[src/rtl/seq_pkg.sv]
// rtl/seq_pkg.sv - shared opcode/state encodings, ALU op codes and SKIPCOND condition codes
package seq_pkg;

    typedef enum logic [3:0] {
        OP_NOP      = 4'h0,
        OP_LOAD     = 4'h1,
        OP_STORE    = 4'h2,
        OP_ADD      = 4'h3,
        OP_SUB      = 4'h4,
        OP_AND      = 4'h5,
        OP_OR       = 4'h6,
        OP_HALT     = 4'h7,
        OP_SKIPCOND = 4'h8,
        OP_JUMP     = 4'h9
    } opcode_e;

    typedef enum logic [3:0] {
        ST_IDLE,
        ST_FETCH,
        ST_FETCH_WAIT,
        ST_LOAD_IR,
        ST_DECODE,
        ST_OPER_WAIT,
        ST_EXEC,
        ST_STORE_WR,
        ST_HALTED
    } state_e;

    localparam logic [3:0] ALU_ADD = 4'b0000;
    localparam logic [3:0] ALU_SUB = 4'b0001;
    localparam logic [3:0] ALU_AND = 4'b1000;
    localparam logic [3:0] ALU_OR  = 4'b1001;

    localparam logic [1:0] SKIP_NEG   = 2'b00;
    localparam logic [1:0] SKIP_ZERO  = 2'b01;
    localparam logic [1:0] SKIP_POS   = 2'b10;
    localparam logic [1:0] SKIP_NEVER = 2'b11;

endpackage

[src/rtl/seq_decode.sv]
// rtl/seq_decode.sv - combinational opcode classification and SKIPCOND evaluation
module seq_decode
    import seq_pkg::*;
(
    input  logic [3:0]  opcode,
    input  logic [1:0]  cond,
    input  logic [15:0] ac,
    output logic        needs_operand,
    output logic        is_load,
    output logic        is_store,
    output logic        is_jump,
    output logic        is_skip,
    output logic        is_halt,
    output logic        is_illegal,
    output logic        skip_taken,
    output logic [3:0]  alu_op
);

    always_comb begin
        needs_operand = 1'b0;
        is_load       = 1'b0;
        is_store      = 1'b0;
        is_jump       = 1'b0;
        is_skip       = 1'b0;
        is_halt       = 1'b0;
        is_illegal    = 1'b0;
        alu_op        = ALU_ADD;
        case (opcode)
            OP_NOP:      ;
            OP_LOAD:     begin needs_operand = 1'b1; is_load = 1'b1; end
            OP_STORE:    is_store = 1'b1;
            OP_ADD:      begin needs_operand = 1'b1; alu_op = ALU_ADD; end
            OP_SUB:      begin needs_operand = 1'b1; alu_op = ALU_SUB; end
            OP_AND:      begin needs_operand = 1'b1; alu_op = ALU_AND; end
            OP_OR:       begin needs_operand = 1'b1; alu_op = ALU_OR;  end
            OP_HALT:     is_halt = 1'b1;
            OP_SKIPCOND: is_skip = 1'b1;
            OP_JUMP:     is_jump = 1'b1;
            default:     is_illegal = 1'b1;
        endcase
    end

    // AC is treated as two's complement for the sign tests
    always_comb begin
        skip_taken = 1'b0;
        if (is_skip) begin
            case (cond)
                SKIP_NEG:  skip_taken = ac[15];
                SKIP_ZERO: skip_taken = (ac == 16'h0000);
                SKIP_POS:  skip_taken = !ac[15] && (ac != 16'h0000);
                default:   skip_taken = 1'b0;
            endcase
        end
    end

endmodule

[src/rtl/instr_sequencer.sv]
// rtl/instr_sequencer.sv - fetch/decode/execute sequencer for a 16-bit accumulator machine
// ILLEGAL_TRAP_EN: when defined, opcodes A-F halt with illegal=1 instead of retiring as NOP.
module instr_sequencer
    import seq_pkg::*;
#(
    parameter logic [11:0] RESET_PC = 12'h000
) (
    input  logic        clock,
    input  logic        reset,
    input  logic        run,
    input  logic [15:0] mem_rdata,
    input  logic [15:0] alu_result,
    output logic [15:0] mem_addr,
    output logic [15:0] mem_wdata,
    output logic        mem_we,
    output logic [3:0]  alu_op,
    output logic [15:0] alu_a,
    output logic [15:0] alu_b,
    output logic [11:0] pc_out,
    output logic [15:0] ac_out,
    output logic [15:0] ir_out,
    output logic        halted,
    output logic        illegal,
    output logic        instr_done
);

    state_e      state;
    logic [11:0] pc;
    logic [11:0] mar;
    logic [15:0] mbr;
    logic [15:0] ir;
    logic [15:0] ac;
    logic        halted_q;
    logic        illegal_q;

    logic needs_operand, is_load, is_store, is_jump, is_skip, is_halt, is_illegal;
    logic skip_taken, trap;

    seq_decode u_decode (
        .opcode        (ir[15:12]),
        .cond          (ir[11:10]),
        .ac            (ac),
        .needs_operand (needs_operand),
        .is_load       (is_load),
        .is_store      (is_store),
        .is_jump       (is_jump),
        .is_skip       (is_skip),
        .is_halt       (is_halt),
        .is_illegal    (is_illegal),
        .skip_taken    (skip_taken),
        .alu_op        (alu_op)
    );

`ifdef ILLEGAL_TRAP_EN
    assign trap = is_illegal;
`else
    assign trap = 1'b0;
`endif

    assign mem_addr   = {4'b0000, mar};
    assign mem_wdata  = mbr;
    assign mem_we     = (state == ST_STORE_WR);
    assign alu_a      = ac;
    assign alu_b      = mem_rdata;
    assign pc_out     = pc;
    assign ac_out     = ac;
    assign ir_out     = ir;
    assign halted     = halted_q;
    assign illegal    = illegal_q;

    // Short instructions (including HALT) retire in DECODE; a trap never retires
    assign instr_done = (state == ST_EXEC) || (state == ST_STORE_WR) ||
                        ((state == ST_DECODE) && !needs_operand && !is_store && !trap);

    always_ff @(posedge clock) begin
        if (reset) begin
            state     <= ST_IDLE;
            pc        <= RESET_PC;
            mar       <= 12'h000;
            mbr       <= 16'h0000;
            ir        <= 16'h0000;
            ac        <= 16'h0000;
            halted_q  <= 1'b0;
            illegal_q <= 1'b0;
        end else begin
            case (state)
                ST_IDLE: begin
                    if (run) state <= ST_FETCH;
                end
                ST_FETCH: begin
                    mar   <= pc;
                    state <= ST_FETCH_WAIT;
                end
                ST_FETCH_WAIT: state <= ST_LOAD_IR;
                ST_LOAD_IR: begin
                    ir    <= mem_rdata;
                    pc    <= pc + 12'd1;
                    state <= ST_DECODE;
                end
                ST_DECODE: begin
                    if (trap) begin
                        halted_q  <= 1'b1;
                        illegal_q <= 1'b1;
                        state     <= ST_HALTED;
                    end else if (is_halt) begin
                        halted_q <= 1'b1;
                        state    <= ST_HALTED;
                    end else if (needs_operand) begin
                        mar   <= ir[11:0];
                        state <= ST_OPER_WAIT;
                    end else if (is_store) begin
                        mar   <= ir[11:0];
                        mbr   <= ac;
                        state <= ST_STORE_WR;
                    end else begin
                        if (is_jump)
                            pc <= ir[11:0];
                        else if (skip_taken)
                            pc <= pc + 12'd1;
                        state <= run ? ST_FETCH : ST_IDLE;
                    end
                end
                ST_OPER_WAIT: state <= ST_EXEC;
                ST_EXEC: begin
                    ac    <= is_load ? mem_rdata : alu_result;
                    state <= run ? ST_FETCH : ST_IDLE;
                end
                ST_STORE_WR: state <= run ? ST_FETCH : ST_IDLE;
                ST_HALTED:   state <= ST_HALTED;
                default:     state <= ST_IDLE;
            endcase
        end
    end

endmodule
[config.mk]
export PLATFORM = sky130hd
export DESIGN_NAME = instr_sequencer
export DESIGN_NICKNAME = d
export VERILOG_FILES = /design/src/rtl/seq_pkg.sv /design/src/rtl/seq_decode.sv /design/src/rtl/instr_sequencer.sv
export SDC_FILE = /design/constraint.sdc
export NUM_CORES = 1
export LEC_CHECK = 0
export ABC_AREA = 1
export CAP_MARGIN = 20
export CELL_PAD_IN_SITES_DETAIL_PLACEMENT = 1
export CELL_PAD_IN_SITES_GLOBAL_PLACEMENT = 1
export CORE_UTILIZATION = 31
export CTS_BUF_LIST = sky130_fd_sc_hd__clkbuf_4 sky130_fd_sc_hd__clkbuf_8
export CTS_CLUSTER_SIZE = 8
export DETAILED_ROUTE_END_ITERATION = 8
export PLACE_DENSITY_LB_ADDON = 0.1
export SYNTH_ARGS = -nofsm -noshare
export SYNTH_HDL_FRONTEND = slang
export SYNTH_SLANG_ARGS = --single-unit
[constraint.sdc]
create_clock -name clock -period 2.04 [get_ports clock]
set_clock_uncertainty 0.15 [all_clocks]
set_input_delay 0.408 -clock clock [delete_from_list [all_inputs] [get_ports clock]]
set_output_delay 0.408 -clock clock [all_outputs]
set_load 0.01 [all_outputs]
==> impl_metrics.ini, run 1 <==
[worst_setup_path]
worstRegToRegCells = 10
crit_buf_inv = 2
arrival_ns = 1.45
crit_path_top_delay_cell = clkdlybuf4s50_1
r2r-start = state[1]
crit_top_cell = clkdlybuf4s50_1
cp_max_fo = 2
crit_type = input port to primary output
end_kind = primary output
crit_required_ns = 1.48
cpLargestDelayFamily = buffers and inverters
crit_chain = clkdlybuf4s50_1 > clkdlybuf4s50_1
rrSetupSlack_ns = 0.18
critPathLaunchType = input port
critical_path.max_stage_delay_ns = 0.56
r2r-end = pc_out[2]

[detailed_routing]
dr.pass1.iters = 4
viasPerCell = 4.67
wl_per_cell_um = 15.2
drtIter0Drc = 117
drc = 0
num_vias = 4086
ant_nets = 0
wl_um = 13300

[placement]
dpl.hpwl_um = 9830
portBuffers = 143
post-place-ws_ns = -0.000671
gp_congestion = 0.771

[global_routing]
grt_start_max_net_pins = 38
grt_use_total_pct = 21.5
grt_pass1_wl_um = 21800
grt_pass1_vias = 4338
antenna_found_initial = 0
grt.overflow.total = 0

[pwr]
leakagePower_nw = 2.49
vdd_drop_max_mv = 0.230
power_per_cell_area_nw_per_um2 = 595

[clocking]
clk_latency_ns = 0.36
clockBufferDepth = 2
clockRootBuffer = clkbuf_8
cts_inserted_buffers = 9
path_clk_slew_ns = 0.08
cts_max_level = 3
cts_tree = yes
cts.sinks = 77
hold_buffers = 0
cts_setup_buffers = 0

[floorplanning]
core_um2 = 12200
fp.dieW_um = 114
dieArea_um2 = 13100
initial_core_util_pct = 32.2
num_rows = 40
die_h_um = 114
ios = 151

[timing]
setup_slack_ns = 0.0272
rsz0062_at_grt = yes
slew_viol_final = 0
setup_viol = 0
fmax_mhz = 497
period_share_pct = 98.7
hold_viol = 0
worst_pin_slew_ns = 0.599
period_needed_ns = 2.01
slew_headroom_pct = 60.0
tns_ns = 0

[synth]
synth_commonest_cells = nand2_1, nor2_1, dfxtp_1
yosys_warnings = 0
syn_inst = 561
synth-seq-cells = 77
synth_most_common_cell = nand2_1
synthArstFlopShare_pct = 0
netlist_area_um2 = 3920
seq_area_frac_synth_pct = 39.4
synth-edff-count = 0
yosys.area.top_type = dfxtp_1
synthTopCellsByArea = dfxtp_1, nand2_1, nor2_1
synth.top_cell.area_share_pct = 39.4
yosys.cell_types.count = 40
syn_area_per_cell_um2 = 6.98
synth_top_flop_cell = dfxtp_1

[finish]
drive_gt1_share_pct = 13.0
ff_latch_area_um2 = 1550
layout.nets = 739
area_delta_synth_final_pct = 46.6
multi_input_area_um2 = 1800
fill_cells = 1552
diodes = 0

[run_status]
status = complete, no violations

[run]
maxCapViolCount = 0

[hold_path]
min-delay-path-class = register to register
min_from = halted
hold_depth = 2
holdPathEnd = halted
per-stage QoR:
stage | power (mW) | cells | utilization, % | hold WS [ns] | area, µm²
global route | 3.60 | 875 | 47.2 | 0.338 | 5740
floorplan | 2.01 | 567 | - | 0.318 | 3940
global placement | 2.35 | 859 | 45.5 | 0.290 | 5540
finish | 3.41 | 875 | 47.2 | 0.306 | 5740
CTS | 3.46 | 875 | 47.1 | 0.313 | 5730
detailed placement | 2.37 | 859 | 45.5 | 0.301 | 5540
metal layers:
layer / part of all wire [%] / vias up / wire length [µm] / track usage [%]
li1: - / 2045 / - / -
met1: 45 / 1925 / 5970 / 25.9
met2: 48 / 103 / 6460 / 37.3
met3: 5.4 / 13 / 720 / 5.24
met4: 1.3 / 0 / 178 / 7.27
met5: 0 / - / 0 / 0
power by group:
part / leakage, nW / switching (mW) / internal [mW] / total (mW)
Combinational: 1.77 / 0.334 / 0.356 / 0.690
Clock: 0.0935 / 0.567 / 0.507 / 1.07
Sequential: 0.626 / 0.0704 / 1.58 / 1.65
worst max path at each step:
| stage | from | end | slack (ns) | depth (start not counted) |
|---|---|---|---|---|
| final | mem_rdata[8] | alu_b[8] | 0.03 | 2 |
| after global routing | state[1] | mem_wdata[12] | -0.02 | 8 |
| after CTS | ir_out[14] | alu_op[0] | 0.02 | 6 |
| after detailed placement | state[1] | pc_out[2] | -0.0007 | 10 |
| after global placement | mem_rdata[14] | alu_b[14] | 0.03 | 2 |
| after floorplan | state[1] | instr_done | 0.19 | 5 |
state kept, by name (all words and copies together) (netlist names):
name,count
ac_out,16
halted,1
pc_out,12
ir_out,16
state,4
mem_wdata,16
mar,12
cells by family (layout without fill, tap and decap cells):
kind of cell               Yosys count  in the layout  synth area share, %
muxes                                1              1                0.256
buffers and inverters              117            257                 15.9
and+or+nand+nor                    248            248                 26.8
xor gates and xnor gates             7              7                 1.57
adders and majority gates            1              1                0.319
other                                1              7               0.0958
AOI/OAI and AO/OA                  109            109                 15.8
DFF                                 77             77                 39.4
final cells by class:
| cell class | count | area share (%) |
|---|---|---|
| Timing Repair Buffer | 188 | 31.4 |
| Multi-Input combinational cell | 373 | 31.3 |
| Sequential cell | 77 | 26.9 |
| Tap cell | 168 | 3.66 |
| Inverter | 53 | 3.55 |
| Clock buffer | 13 | 2.79 |
| Clock inverter | 2 | 0.174 |
| Timing Repair inverter | 1 | 0.131 |
placed cells by master, fill, tap and decap left out, types with 2 or more instances in the layout:
master / count
nor2_2: 3
conb_1: 7
clkinvlp_4: 2
dfxtp_1: 73
nand3_1: 23
nand2_2: 3
clkinv_2: 3
inv_2: 5
inv_1: 45
buf_4: 41
nand2_1: 114
clkbuf_8: 10
o21ai_1: 6
buf_12: 3
o211ai_1: 16
dlygate4sd2_1: 2
o21ai_0: 51
xor2_1: 6
nor3_1: 3
nor2_4: 3
nor2_1: 91
o22ai_1: 2
a31oi_1: 12
clkbuf_4: 3
dfxtp_2: 4
a21oi_1: 18
clkdlybuf4s50_1: 138
timing repair:
action                     in CTS  in global routing
cloned                          1                  0
resized for setup              18                 12
setup endpoints to repair      10                  9
pin swaps                       0                  1
No activity file was read; power rests on OpenSTA's default activity.
==> run 2, diff against run 1 <==
--- a/config.mk
+++ b/config.mk
@@ -9,7 +9,7 @@
 export CAP_MARGIN = 20
 export CELL_PAD_IN_SITES_DETAIL_PLACEMENT = 1
 export CELL_PAD_IN_SITES_GLOBAL_PLACEMENT = 1
-export CORE_UTILIZATION = 31
+export CORE_UTILIZATION = 28
 export CTS_BUF_LIST = sky130_fd_sc_hd__clkbuf_4 sky130_fd_sc_hd__clkbuf_8
 export CTS_CLUSTER_SIZE = 8
 export DETAILED_ROUTE_END_ITERATION = 8
==> constraint.sdc (replaced) <==
create_clock -name clock -period 1.85 [get_ports clock]
set_clock_uncertainty 0.15 [all_clocks]
set_input_delay 0.37 -clock clock [delete_from_list [all_inputs] [get_ports clock]]
set_output_delay 0.37 -clock clock [all_outputs]
set_load 0.01 [all_outputs]
==> impl_metrics.ini, run 2 (synthesized netlist as in run 1, its figures left out) <==
[run_status]
status = complete, but fails checks
violations = setup timing

[clocking]
cts_max_level = 3
cts_inserted_buffers = 9
clockBufferDepth = 2
path_clk_slew_ns = 0.08
cts_tree = yes
clk_latency_ns = 0.37
hold_buffers = 0
cts.sinks = 77
clockRootBuffer = clkbuf_8

[detailed_routing]
drc = 0
num_vias = 4268
ant_nets = 0
drtIter0Drc = 160
dr.pass1.iters = 4
viasPerCell = 4.64
wl_um = 14300
wl_per_cell_um = 15.6

[pwr]
p_sw_share_pct = 29.0
comb_power_share_pct = 20.4
vdd_drop_max_mv = 0.333
power_per_cell_area_nw_per_um2 = 644
power_mw = 3.93
power.internal_mw = 2.79
power.share.clock_pct = 33.3
p_sw_mw = 1.14
leakagePower_nw = 3.14
pwr-share-seq_pct = 46.3

[timing]
rsz0062_at_grt = yes
slew_viol_final = 0
hold_viol = 0
setup_slack_ns = -0.0261
setup_viol = 1
period_share_pct = 101
tns_ns = -0.0261
fmax_mhz = 533
period_needed_ns = 1.88

[global_routing]
grt_start_max_net_pins = 39
antenna_found_initial = 0
grt_use_total_pct = 20.3
grt.overflow.total = 0
grt_pass1_vias = 4409
grt_pass1_wl_um = 22800

[placement]
dpl.hpwl_um = 10700
dp_cells = 899
portBuffers = 143
gp_congestion = 0.805

[floorplanning]
ios = 151
core_um2 = 13500
num_rows = 42
fp.dieW_um = 120
dieArea_um2 = 14500
die_h_um = 120
initial_core_util_pct = 29.1

[finish]
area_delta_synth_final_pct = 56.0
final_common_cell = nand2_1
layout.cells.non_filler = 920
drive_gt1_share_pct = 21.0
layout.nets = 775
diodes = 0
fin_util_pct = 45.4
layout_common_cells = nand2_1, nor2_1, buf_4

[hold_path]
min-delay-path-class = register to register

[worst_setup_path]
arrival_ns = 1.36
critical_path.max_stage_delay_ns = 0.33
end_kind = primary output
cp_max_fo = 2
crit_type = register to primary output
crit_chain = or2_4 > nor2_4 > inv_2 > o21ai_1 > buf_2
crit_required_ns = 1.33
critPathLaunchType = register
crit_path_top_delay_cell = dfxtp_2

[run]
maxCapViolCount = 0
run 2: cell types whose count changed in the layout (fill, tap and decap cells not counted), moves of 11 or more:
cell	previous run	this run
clkdlybuf4s50_1	138	67
dlygate4sd2_1	2	61
dlymetal6s2s_1	0	11
dfxtp_1	73	54
buf_4	41	69
dfxtp_2	4	22
run 2: critical path, delay by kind of cell (launching register included):
family	cells	cell delay (ns)
buffers and inverters	2	0.19
AND/OR/NAND/NOR	2	0.37
flip-flops	1	0.33
AO/OA/AOI/OAI	1	0.11
run 2: path summary, 6_finish.rpt:
check / end / from / cells past startpoint / slack, ns
max: instr_done / state[1] / 5 / -0.03
min: halted / halted / 2 / 0.31
max reg2reg: pc_out[1] / state[1] / 10 / 0.06
min reg2reg: halted / halted / 2 / 0.31
run 2: per-layer routing:
metal	track usage (%)	vias to the layer above	wire length, µm
li1	-	2118	-
met1	24.5	2029	6130
met2	35.0	106	7120
met3	5.14	15	875
met4	6.79	0	215
met5	0	-	0
run 2: layout make-up:
class | instances | area [µm²]
multi-input combinational | 373 | 1810
clock buffer | 10 | 131
timing repair buffer | 223 | 2070
clock inverter | 6 | 63.8
inverter | 53 | 223
sequential | 77 | 1570
timing repair inverter | 2 | 16.3
fill | 1743 | 7340
tap | 176 | 220
run 2: repair_timing:
| item | 4_1_cts | 5_1_grt |
|---|---|---|
| buffers inserted | 0 | 3 |
| pin swaps | 0 | 2 |
| cloned | 1 | 1 |
| resized for setup | 108 | 33 |
| endpoints found under the setup margin | 99 | 69 |
run 2: per-stage QoR:
step,setup WS (ns),area [µm²],hold slack [ns]
after floorplan,0.0359,3940,0.282
after global placement,-0.189,5810,0.294
after detailed placement,-0.182,5810,0.301
after CTS,-0.0502,5970,0.313
after global routing,-0.0927,6110,0.330
final,-0.0261,6110,0.306
run 2: power groups by stage:
stage | registers [mW] | clock network (mW) | logic, mW
final | 1.82 | 1.31 | 0.804
after detailed placement | 1.85 | 0 | 0.824
after global placement | 1.85 | 0 | 0.805
after floorplan | 1.88 | 0 | 0.339
after CTS | 1.82 | 1.36 | 0.803
after global routing | 1.83 | 1.44 | 0.879
